### config.mk
export PLATFORM = sky130hd
export DESIGN_NAME = multicycle_control_flat
export DESIGN_NICKNAME = d
export VERILOG_FILES = /design/src/rtl/multicycle_control_pkg.sv /design/src/rtl/multicycle_control_if.sv /design/src/rtl/multicycle_control.sv /design/src/flat_wrapper.sv
export SDC_FILE = /design/constraint.sdc
export NUM_CORES = 1
export LEC_CHECK = 0
export CORE_MARGIN = 3
export CORE_UTILIZATION = 51
export DETAILED_ROUTE_END_ITERATION = 16
export PLACE_DENSITY = 0.84
export REMOVE_ABC_BUFFERS = 1
export SYNTH_ARGS = -nofsm -noshare
export SYNTH_HDL_FRONTEND = slang
export SYNTH_SLANG_ARGS = --single-unit
export TNS_END_PERCENT = 50
### constraint.sdc
create_clock -name clk -period 2.5 [get_ports clk]
set_input_delay 0.375 -clock clk [delete_from_list [all_inputs] [get_ports clk]]
set_output_delay 0.375 -clock clk [all_outputs]
set_load 0.005 [all_outputs]
### src/rtl/multicycle_control_pkg.sv
// Shared definitions for the 16-bit multicycle CPU control path.
// Includes opcodes, ALU control codes, the FSM state encoding and the per-state control decode.
package multicycle_control_pkg;

  localparam logic [3:0] OP_R0   = 4'b0000;
  localparam logic [3:0] OP_R1   = 4'b0001;
  localparam logic [3:0] OP_R2   = 4'b0010;
  localparam logic [3:0] OP_BEQ  = 4'b0100;
  localparam logic [3:0] OP_ADDI = 4'b1001;
  localparam logic [3:0] OP_SUBI = 4'b1010;
  localparam logic [3:0] OP_SLTI = 4'b1011;
  localparam logic [3:0] OP_LW   = 4'b1100;
  localparam logic [3:0] OP_SW   = 4'b1101;

  localparam logic [1:0] ALUOP_ADD = 2'b00;
  localparam logic [1:0] ALUOP_SUB = 2'b01;
  localparam logic [1:0] ALUOP_R   = 2'b10;
  localparam logic [1:0] ALUOP_I   = 2'b11;

  localparam logic [1:0] SRCB_RT   = 2'b00;
  localparam logic [1:0] SRCB_ONE  = 2'b01;
  localparam logic [1:0] SRCB_IMM  = 2'b10;
  localparam logic [1:0] SRCB_BOFF = 2'b11;

  // Encoding is visible on the debug port, so the values are fixed explicitly.
  typedef enum logic [3:0] {
    S_FETCH    = 4'd0,
    S_DECODE   = 4'd1,
    S_EXEC_R   = 4'd2,
    S_EXEC_I   = 4'd3,
    S_WB_R     = 4'd4,
    S_WB_I     = 4'd5,
    S_MEM_ADDR = 4'd6,
    S_MEM_RD   = 4'd7,
    S_WB_MEM   = 4'd8,
    S_MEM_WR   = 4'd9,
    S_BRANCH   = 4'd10,
    S_HALT     = 4'd11
  } state_t;

  typedef enum logic [2:0] {
    CLS_R,
    CLS_I,
    CLS_LW,
    CLS_SW,
    CLS_BEQ,
    CLS_ILLEGAL
  } op_class_t;

  // Moore part of the control word; fetch/branch qualify the MemReady/Zero dependent strobes.
  typedef struct packed {
    logic       fetch;
    logic       branch;
    logic       mem_read;
    logic       mem_write;
    logic       reg_write;
    logic       reg_dst;
    logic       mem_to_reg;
    logic       i_or_d;
    logic       pc_src;
    logic       alu_src_a;
    logic [1:0] alu_src_b;
    logic [1:0] alu_op;
  } ctrl_t;

  function automatic op_class_t classify(input logic [3:0] opcode);
    case (opcode)
      OP_R0, OP_R1, OP_R2:       classify = CLS_R;
      OP_ADDI, OP_SUBI, OP_SLTI: classify = CLS_I;
      OP_LW:                     classify = CLS_LW;
      OP_SW:                     classify = CLS_SW;
      OP_BEQ:                    classify = CLS_BEQ;
      default:                   classify = CLS_ILLEGAL;
    endcase
  endfunction

  function automatic ctrl_t decode_state(input state_t s);
    ctrl_t c;
    c = '0;
    case (s)
      S_FETCH: begin
        c.fetch     = 1'b1;
        c.mem_read  = 1'b1;
        c.alu_src_b = SRCB_ONE;
        c.alu_op    = ALUOP_ADD;
      end
      S_DECODE: begin
        c.alu_src_b = SRCB_BOFF;
        c.alu_op    = ALUOP_ADD;
      end
      S_EXEC_R: begin
        c.alu_src_a = 1'b1;
        c.alu_src_b = SRCB_RT;
        c.alu_op    = ALUOP_R;
      end
      S_EXEC_I: begin
        c.alu_src_a = 1'b1;
        c.alu_src_b = SRCB_IMM;
        c.alu_op    = ALUOP_I;
      end
      S_WB_R: begin
        c.reg_write = 1'b1;
        c.reg_dst   = 1'b1;
      end
      S_WB_I:   c.reg_write = 1'b1;
      S_MEM_ADDR: begin
        c.alu_src_a = 1'b1;
        c.alu_src_b = SRCB_IMM;
        c.alu_op    = ALUOP_ADD;
      end
      S_MEM_RD: begin
        c.mem_read = 1'b1;
        c.i_or_d   = 1'b1;
      end
      S_WB_MEM: begin
        c.reg_write  = 1'b1;
        c.mem_to_reg = 1'b1;
      end
      S_MEM_WR: begin
        c.mem_write = 1'b1;
        c.i_or_d    = 1'b1;
      end
      S_BRANCH: begin
        c.branch    = 1'b1;
        c.pc_src    = 1'b1;
        c.alu_src_a = 1'b1;
        c.alu_src_b = SRCB_RT;
        c.alu_op    = ALUOP_SUB;
      end
      default: c = '0;
    endcase
    return c;
  endfunction

endpackage

### src/rtl/multicycle_control_if.sv
// Control/datapath boundary for the multicycle CPU controller.
// The master side is the controller; the slave side is the datapath and memory.
interface multicycle_control_if #(
  parameter int CNT_W = 16
);
  logic [3:0]       opcode;
  logic             zero;
  logic             mem_ready;

  logic             pc_write;
  logic             pc_write_cond;
  logic             pc_src;
  logic             i_or_d;
  logic             mem_read;
  logic             mem_write;
  logic             ir_write;
  logic             reg_write;
  logic             reg_dst;
  logic             mem_to_reg;
  logic             alu_src_a;
  logic [1:0]       alu_src_b;
  logic [1:0]       alu_op;
  logic             illegal_op;
  logic [CNT_W-1:0] retired_cnt;
  logic [3:0]       state_dbg;

  modport master (
    input  opcode, zero, mem_ready,
    output pc_write, pc_write_cond, pc_src, i_or_d, mem_read, mem_write, ir_write,
           reg_write, reg_dst, mem_to_reg, alu_src_a, alu_src_b, alu_op,
           illegal_op, retired_cnt, state_dbg
  );

  modport slave (
    output opcode, zero, mem_ready,
    input  pc_write, pc_write_cond, pc_src, i_or_d, mem_read, mem_write, ir_write,
           reg_write, reg_dst, mem_to_reg, alu_src_a, alu_src_b, alu_op,
           illegal_op, retired_cnt, state_dbg
  );

endinterface

### src/rtl/multicycle_control.sv
// Main control FSM of the 16-bit multicycle CPU: FETCH/DECODE/EXECUTE/MEM/WRITEBACK sequencing,
// memory ready handshake, retired-instruction counter and sticky halt on illegal opcodes.
module multicycle_control
  import multicycle_control_pkg::*;
#(
  parameter int CNT_W = 16
) (
  input logic                  clk,
  input logic                  rst,
  multicycle_control_if.master bus
);

  state_t           state;
  state_t           state_n;
  ctrl_t            ctrl_q;
  ctrl_t            ctrl_o;
  logic             illegal_q;
  logic [CNT_W-1:0] cnt_q;
  op_class_t        op_cls;
  logic             retire;

  assign op_cls = classify(bus.opcode);

  // NOTE: every variable gets a default first, so no path through the case can infer a latch.
  always_comb begin
    state_n = S_FETCH;
    case (state)
      S_FETCH:    state_n = bus.mem_ready ? S_DECODE : S_FETCH;
      S_DECODE: begin
        case (op_cls)
          CLS_R:         state_n = S_EXEC_R;
          CLS_I:         state_n = S_EXEC_I;
          CLS_LW, CLS_SW: state_n = S_MEM_ADDR;
          CLS_BEQ:       state_n = S_BRANCH;
          default:       state_n = S_HALT;
        endcase
      end
      S_EXEC_R:   state_n = S_WB_R;
      S_EXEC_I:   state_n = S_WB_I;
      S_MEM_ADDR: state_n = (op_cls == CLS_SW) ? S_MEM_WR : S_MEM_RD;
      S_MEM_RD:   state_n = bus.mem_ready ? S_WB_MEM : S_MEM_RD;
      S_MEM_WR:   state_n = bus.mem_ready ? S_FETCH : S_MEM_WR;
      S_HALT:     state_n = S_HALT;
      default:    state_n = S_FETCH;
    endcase
  end

  always_comb begin
    retire = 1'b0;
    case (state)
      S_WB_R, S_WB_I, S_WB_MEM, S_BRANCH: retire = 1'b1;
      S_MEM_WR:                           retire = bus.mem_ready;
      default:                            retire = 1'b0;
    endcase
  end

  // NOTE: non-blocking assignments throughout, so every register samples pre-edge values.
  // The control word is decoded from the next state, giving glitch-free Moore outputs one
  // register stage away from the state flops but aligned with them.
  always_ff @(posedge clk) begin
    if (rst) begin
      state     <= S_FETCH;
      ctrl_q    <= decode_state(S_FETCH);
      illegal_q <= 1'b0;
      cnt_q     <= '0;
    end else begin
      state  <= state_n;
      ctrl_q <= decode_state(state_n);
      if (state_n == S_HALT) illegal_q <= 1'b1;
      if (retire)            cnt_q     <= cnt_q + 1'b1;
    end
  end

  // Reset holds every strobe and select low even while the state register still shows the
  // interrupted instruction.
  always_comb ctrl_o = rst ? '0 : ctrl_q;

  assign bus.pc_write      = ctrl_o.fetch & bus.mem_ready;
  assign bus.ir_write      = ctrl_o.fetch & bus.mem_ready;
  assign bus.pc_write_cond = ctrl_o.branch & bus.zero;
  assign bus.pc_src        = ctrl_o.pc_src;
  assign bus.i_or_d        = ctrl_o.i_or_d;
  assign bus.mem_read      = ctrl_o.mem_read;
  assign bus.mem_write     = ctrl_o.mem_write;
  assign bus.reg_write     = ctrl_o.reg_write;
  assign bus.reg_dst       = ctrl_o.reg_dst;
  assign bus.mem_to_reg    = ctrl_o.mem_to_reg;
  assign bus.alu_src_a     = ctrl_o.alu_src_a;
  assign bus.alu_src_b     = ctrl_o.alu_src_b;
  assign bus.alu_op        = ctrl_o.alu_op;
  assign bus.illegal_op    = illegal_q;
  assign bus.retired_cnt   = cnt_q;
  assign bus.state_dbg     = state;

endmodule

### src/flat_wrapper.sv
// flat-port wrapper written by rule: the top's interface ports become plain ports
module multicycle_control_flat import multicycle_control_pkg::*;
#(
  parameter int CNT_W = 16
)
  (clk, rst, bus_opcode, bus_zero, bus_mem_ready, bus_pc_write, bus_pc_write_cond, bus_pc_src, bus_i_or_d, bus_mem_read, bus_mem_write, bus_ir_write, bus_reg_write, bus_reg_dst, bus_mem_to_reg, bus_alu_src_a, bus_alu_src_b, bus_alu_op, bus_illegal_op, bus_retired_cnt, bus_state_dbg);
  multicycle_control_if #(.CNT_W(CNT_W)) bus_i ();
  input logic clk;
  input logic rst;
  input wire logic [$bits(bus_i.opcode)-1:0] bus_opcode;
  input wire logic [$bits(bus_i.zero)-1:0] bus_zero;
  input wire logic [$bits(bus_i.mem_ready)-1:0] bus_mem_ready;
  output wire logic [$bits(bus_i.pc_write)-1:0] bus_pc_write;
  output wire logic [$bits(bus_i.pc_write_cond)-1:0] bus_pc_write_cond;
  output wire logic [$bits(bus_i.pc_src)-1:0] bus_pc_src;
  output wire logic [$bits(bus_i.i_or_d)-1:0] bus_i_or_d;
  output wire logic [$bits(bus_i.mem_read)-1:0] bus_mem_read;
  output wire logic [$bits(bus_i.mem_write)-1:0] bus_mem_write;
  output wire logic [$bits(bus_i.ir_write)-1:0] bus_ir_write;
  output wire logic [$bits(bus_i.reg_write)-1:0] bus_reg_write;
  output wire logic [$bits(bus_i.reg_dst)-1:0] bus_reg_dst;
  output wire logic [$bits(bus_i.mem_to_reg)-1:0] bus_mem_to_reg;
  output wire logic [$bits(bus_i.alu_src_a)-1:0] bus_alu_src_a;
  output wire logic [$bits(bus_i.alu_src_b)-1:0] bus_alu_src_b;
  output wire logic [$bits(bus_i.alu_op)-1:0] bus_alu_op;
  output wire logic [$bits(bus_i.illegal_op)-1:0] bus_illegal_op;
  output wire logic [$bits(bus_i.retired_cnt)-1:0] bus_retired_cnt;
  output wire logic [$bits(bus_i.state_dbg)-1:0] bus_state_dbg;
  assign bus_i.opcode = bus_opcode;
  assign bus_i.zero = bus_zero;
  assign bus_i.mem_ready = bus_mem_ready;
  assign bus_pc_write = bus_i.pc_write;
  assign bus_pc_write_cond = bus_i.pc_write_cond;
  assign bus_pc_src = bus_i.pc_src;
  assign bus_i_or_d = bus_i.i_or_d;
  assign bus_mem_read = bus_i.mem_read;
  assign bus_mem_write = bus_i.mem_write;
  assign bus_ir_write = bus_i.ir_write;
  assign bus_reg_write = bus_i.reg_write;
  assign bus_reg_dst = bus_i.reg_dst;
  assign bus_mem_to_reg = bus_i.mem_to_reg;
  assign bus_alu_src_a = bus_i.alu_src_a;
  assign bus_alu_src_b = bus_i.alu_src_b;
  assign bus_alu_op = bus_i.alu_op;
  assign bus_illegal_op = bus_i.illegal_op;
  assign bus_retired_cnt = bus_i.retired_cnt;
  assign bus_state_dbg = bus_i.state_dbg;
  multicycle_control #(.CNT_W(CNT_W)) u_core (.clk(clk), .rst(rst), .bus(bus_i));
endmodule
-- Word level (Yosys, flattened, before mapping)
Memory sizes are Yosys's and may differ from the RTL's.
Index checks and enable logic that the tools add are counted.
Widths: inputs -> output; s select.
- memories kept: 1
- bits in registers: 34
- bits of input ports: 8
- output and inout bits: 36
- bits in read-only memories: 48
- word-level logic and storage cells: 71
- memory list (memory ; words ; bits a word ; rd ports ; clocked after Yosys merged registers in ; wr ports ; RTL line ; source):
    (name not given) ; 16 ; 3 ; 1 ; 0 ; 0 ; multicycle_control_pkg.sv:67 ; case (opcode)
- equal/unequal tests: 26
- add/sub/neg operators: 1
- bitwise logic cells: 2
- mux-type cells: 18
- reductions and logical operators: 9
- operator list (operator ; number):
    $eq 4x3->1 const B ; 8
    $eq 4x4->1 const B ; 8
    $pmux 4 s8 ; 1
    $pmux 4 s6 ; 1
    $add 16x1->16 const B ; 1
    $eq 4x2->1 const B ; 4
    $pmux 4 s4 ; 1
    $mux 14 ; 1
    $mux 4 ; 3
    $mux 1 ; 10
    $eq 4x1->1 const B ; 2
    $logic_not 4->1 ; 2
    $reduce_or 4->1 ; 2
    $eq 3x2->1 const B ; 2
    $reduce_or 2->1 ; 3
    $eq 3x1->1 const B ; 1
    $eq 3x3->1 const B ; 1
    $logic_not 3->1 ; 1
    $reduce_or 3->1 ; 1
    $and 1x1->1 ; 2
    $pmux 1 s2 ; 1

-- Logic depth before layout (Yosys ltp)
An unclocked memory read counts as a cell.
- depth after elaboration: 8
- mapped depth: 7
- mapped depth without buffers: 6

-- Worst setup path after synthesis
OpenSTA, ideal clock, no wires.
- path type: reg-to-reg
- from: reg u_core.state[1], in the netlist u_core.bus.state_dbg[1]
- to: reg u_core.ctrl_q[9] (netlist bit)
- buffers on the path: 0
- arrival time: 1.485 ns
- cell stages (with the launch flop): 7
- library setup time: 0.124 ns
- period minus slack after synthesis: 1.609 ns
- path slack: 0.891 ns
- required time: 2.376 ns
- cells stage by stage: dfxtp_1 > nor2b_2 > a32o_1 > a32o_1 > a31oi_4 > nand2b_1 > a21oi_1
- longest elaborated chain between the ends: 5
- elaborated cells on any way between the ends: 14
- those cells by class: 10 x eq/ne; 2 x mux; 2 x reduce/logical
- ends and longest elaborated chain (element ; RTL line ; source):
    start, declared ; multicycle_control.sv:13 ; state_t state;
    start signal, assigned ; multicycle_control.sv:67 ; state <= state_n;
    $eq 4x4->1 (tied with other cells) ; multicycle_control.sv:27 ; case (state)
    $pmux 4 s8 * ; multicycle_control.sv:27 ;
    $eq 4x3->1 / $eq 4x4->1 (equally long branches) ; multicycle_control_pkg.sv:80 ; case (s)
    $reduce_or 3->1 (no source line) * ; n/a ;
    $mux 1 * ; multicycle_control_pkg.sv:80 ;
    end signal, assigned ; multicycle_control.sv:63 ; ctrl_q <= decode_state(S_FETCH);
    end signal, assigned ; multicycle_control.sv:68 ; ctrl_q <= decode_state(state_n);
    end, declared ; multicycle_control.sv:15 ; ctrl_t ctrl_q;
Every way passes the cells marked *; elsewhere a longest branch is shown, timed or not.
A chain may end at the register's enable or synchronous reset.

-- Worst setup path after layout
- from: in rst
- to: out bus_pc_write
- longest elaborated chain between the ends: 2
- ends and longest elaborated chain (element ; RTL line ; source):
    start, declared ; flat_wrapper.sv:9 ; input logic rst;
    $mux 14 ; multicycle_control.sv:76 ; always_comb ctrl_o = rst ? '0 : ctrl_q;
    $and 1x1->1 ; multicycle_control.sv:78 ; assign bus.pc_write = ctrl_o.fetch & bus.mem_ready;
    end, declared ; flat_wrapper.sv:13 ; output wire logic [$bits(bus_i.pc_write)-1:0] bus_pc_write;
No other way between the ends.

==> metrics.md <==
| Metric | Value |
|---|---|
| Status | completed |
| Final cycle utilization of the critical path | 86.3% |
| First-pass GRT wire length | 5.87 mm |
| Setup bufs post-CTS | 0 |
| Share of layout cells above drive strength 1 | between 10 and 15% |
| Synth Register Bits | 34 |
| Wire length per cell | 13.6 µm |
| Slew headroom | roughly 69% |
| Fin. Hold Viols | 0 |
| Initial antenna violation count | 0 |
| Mapped cell area | 0.00160 mm² |
| Core area | about 0.0029 mm² |
| TritonCTS buffer count | 5 |
| Slowest cell delay on critical path | about 0.51 ns |
| Critical register-to-register path startpoint | u_core.bus.state_dbg[0] |
| Post-synth top area share | between 40% and 50% |
| Adder-Cell Fraction of Synth Area | less than 1% |
| Reg2reg end | u_core.ctrl_q[0] |
| Ys async rst share | 0% |
| P_int | between 900 and 1000 µW |
| Reg2Reg Depth | 6 |
| CTS sink cnt | 34 |
| # IOs | 44 |
| Hpwl dp | 2.70 mm |
| DR vias | roughly 1400 |
| Cell repeated most along the worst path | clkdlybuf4s50_1 |
| Leak | just over 0.0008 µW |
| Clk_lat worst skew | between 0.3 and 0.4 ns |
| Final worst slack | approximately 0.34 ns |
| Post-synth top area cell | dfxtp_1 |
| Number of synthesized flops with an enable pin | 0 |
| Die area | roughly 0.0038 mm² |
| Dpl ws | a little under 0.3 ns |
| Worst reg2reg setup slack | around 0.63 ns |
| Root Driver | clkbuf_4 |
| Overflow after GRT | 0 |
| RSZ-0062 raised after global routing | false |
| Most frequent cells in the layout | clkdlybuf4s50_1 (43), dfxtp_1 (34), nor2_1 (25), nor2b_1 (15), xor2_1 (12) |
| Max cap viols | 0 |
| Power Density | 557 mW/mm² |
| Register area share after synthesis | 42.6% |
| Final design utilization | 74.8% |
| Post-synthesis compound-gate area fraction | 10.7% |
| Worst Path Required | 2.12 ns |
| Die Ht | 62.0 µm |
| Drt drc | 0 |
| CTS tree | done |
| Max VDD drop | approximately 0.00045 V |
| Max Slew Vio Count | 0 |
| Setup TNS | 0 ns |
| Multiplexer share of the synthesized area | about 1.3% |
| Hold EP | u_core.bus.illegal_op |
| Drt first pass iters | 4 |
| Row Count | 19 |
| Hold_buf cts | 0 |
| CP max stage cell | clkdlybuf4s50_1 |
| FMAX | around 460 MHz |
| Die width | between 60 and 70 µm |
| Synth Area in Simple Gates | 33.7% |
| Vias per cell | about 5.3 |
| Worst Path Arrival | roughly 1.8 ns |
| Area contributors post-synth | dfxtp_1 (43%), xor2_1 (6.6%), nor2_1 (5.9%) |
| Nets@finish | ~230 |
| Synth cell types | between 40 and 50 |
| Vias in the first global route | around 1400 |
| Area Overhead vs Synth | 34.7% |
| Most common cell after layout, fill and taps aside | clkdlybuf4s50_1 |
| CP Buf/Inv Count | 3 |
| Synth Instances | roughly 180 |
| Fin Clk Skew | just over 0.008 ns |
| Comb pwr share | approximately 16% |
| Switching Fraction | 24.5% |
| Clk pin slew, worst setup/hold paths | roughly 0.1 ns |
| CP startpoint kind | primary input |
| Largest net degree at the start of global routing | 23 |
| Detailed Route Iter0 Violations | 66 |
| Cts repair resizes | 0 |
| Worst-path cell chain | clkdlybuf4s50_1 > buf_4 > and3b_1 > clkdlybuf4s50_1 |
| Psw | between 200 and 300 µW |
| Worst hold path type | reg -> reg |
| Diode count | 0 |
| Worst-margin pin slew | between 0.4 and 0.5 ns |
| Starting Density | a little under three fifths |
| All-layer global routing usage | a little over a fifth |
| CP endpoint kind | output port |
| Post-synthesis xor/xnor area fraction | under 10% |
| Hold Crit Start | u_core.bus.illegal_op |
| Clock power share | roughly a third |
| WS Path Type | in -> out |
| CP max FO | 6 |
| Largest family of logic cells by synthesized area | simple AND/OR/NAND/NOR gates |
| Placer congestion estimate | ~0.84 |
| Setup-failing EPs final | 0 |
| H-tree levels | 2 |
| Cell family with most CP delay | buffers and inverters |
| Input/output buffers | between 40 and 50 |
| Synth Area per Inst | around 9 µm² |
| Synth Warn # | 0 |
| Post-synth top flop | dfxtp_1 |
| Post-DP Area | between 0.002 and 0.0025 mm² |
| Post-route minimum period | between 2 and 2.5 ns |
| Longest Clk Path Bufs | 2 |
| Final WL | 3.62 mm |
| ANT nets after route | 0 |
| Worst hold path depth | 2 |
| Flop pwr share | between 40% and 50% |
| Finished Cell Area | roughly 0.0022 mm² |
stage by stage:
step / hold slack, ns / total power [µW] / cells
detailed placement: 0.460 / 798 / 259
finish: 0.476 / 1200 / 266
CTS: 0.475 / 1200 / 266
global placement: 0.451 / 792 / 259
floorplan: 0.444 / 702 / 169
global route: 0.496 / 1260 / 266
power groups by stage:
stage	clock network [µW]	logic (µW)	registers, µW
after floorplan	0	104	598
after global placement	0	189	602
after detailed placement	0	194	604
after CTS	416	197	592
after global routing	445	216	595
final	409	196	592
registers in the layout, summed over array words and instances, names as in the netlist:
name                    count
u_core.bus.illegal_op       1
u_core.bus.retired_cnt     16
u_core.bus.state_dbg        4
u_core.ctrl_q              13
synth_stat cells, types with 2 or more instances:
library cell / instances
a21oi_1: 5
a31oi_1: 2
a32o_1: 2
and2_1: 4
and3_1: 4
buf_2: 2
clkbuf_1: 5
dfxtp_1: 34
inv_1: 2
nand2_1: 11
nand2b_1: 4
nand3_1: 5
nand3b_1: 2
nand4_1: 7
nor2_1: 25
nor2b_1: 15
nor3_1: 3
nor3b_2: 2
o21ai_0: 2
o21ai_1: 2
o32a_1: 2
or3_1: 3
xor2_1: 12
tightest hold or removal path, delay by kind of cell (launching register included):
kind | cells | cell delay [ns]
DFF | 1 | 0.32
AOI/OAI and AO/OA | 1 | 0.06
buffers and inverters | 1 | 0.05
how the worst max path moves through the flow:
| stage | startpoint | endpoint | slack, ns | depth (start not counted) |
|---|---|---|---|---|
| floorplan | u_core.bus.state_dbg[2] | u_core.ctrl_q[9] | 0.87 | 6 |
| CTS | rst | bus_pc_write | 0.33 | 4 |
| global placement | rst | bus_pc_write | 0.36 | 4 |
| detailed placement | bus_opcode[0] | u_core.ctrl_q[0] | 0.29 | 8 |
| finish | rst | bus_pc_write | 0.34 | 4 |
| global route | rst | bus_pc_write | 0.28 | 4 |
layout make-up:
class                           count  area, µm²
Clock buffer                        6       51.3
Clock inverter                      1       30.0
Fill cell                         208        726
Inverter                            3       11.3
Multi-Input combinational cell    132        857
Sequential cell                    34        681
Tap cell                           42       52.6
Timing Repair Buffer               48        468
cells by family (layout without fill, tap and decap cells):
group	Yosys count	in the layout
AND/OR/NAND/NOR	94	94
flip-flops	34	34
AO/OA/AOI/OAI	22	22
XOR/XNOR	13	13
buffers and inverters	12	58
multiplexers	2	2
adder cells (fa/ha/maj)	1	1
layer usage:
layer | up-vias | part of all wire (%) | track usage, %
met5 | - | 0 | 0
met4 | 0 | 1.4 | 6.97
met3 | 7 | 3.5 | 6.82
met2 | 36 | 54 | 40.1
met1 | 677 | 41 | 20.8
li1 | 703 | - | -
No activity file was read; power rests on OpenSTA's default activity.
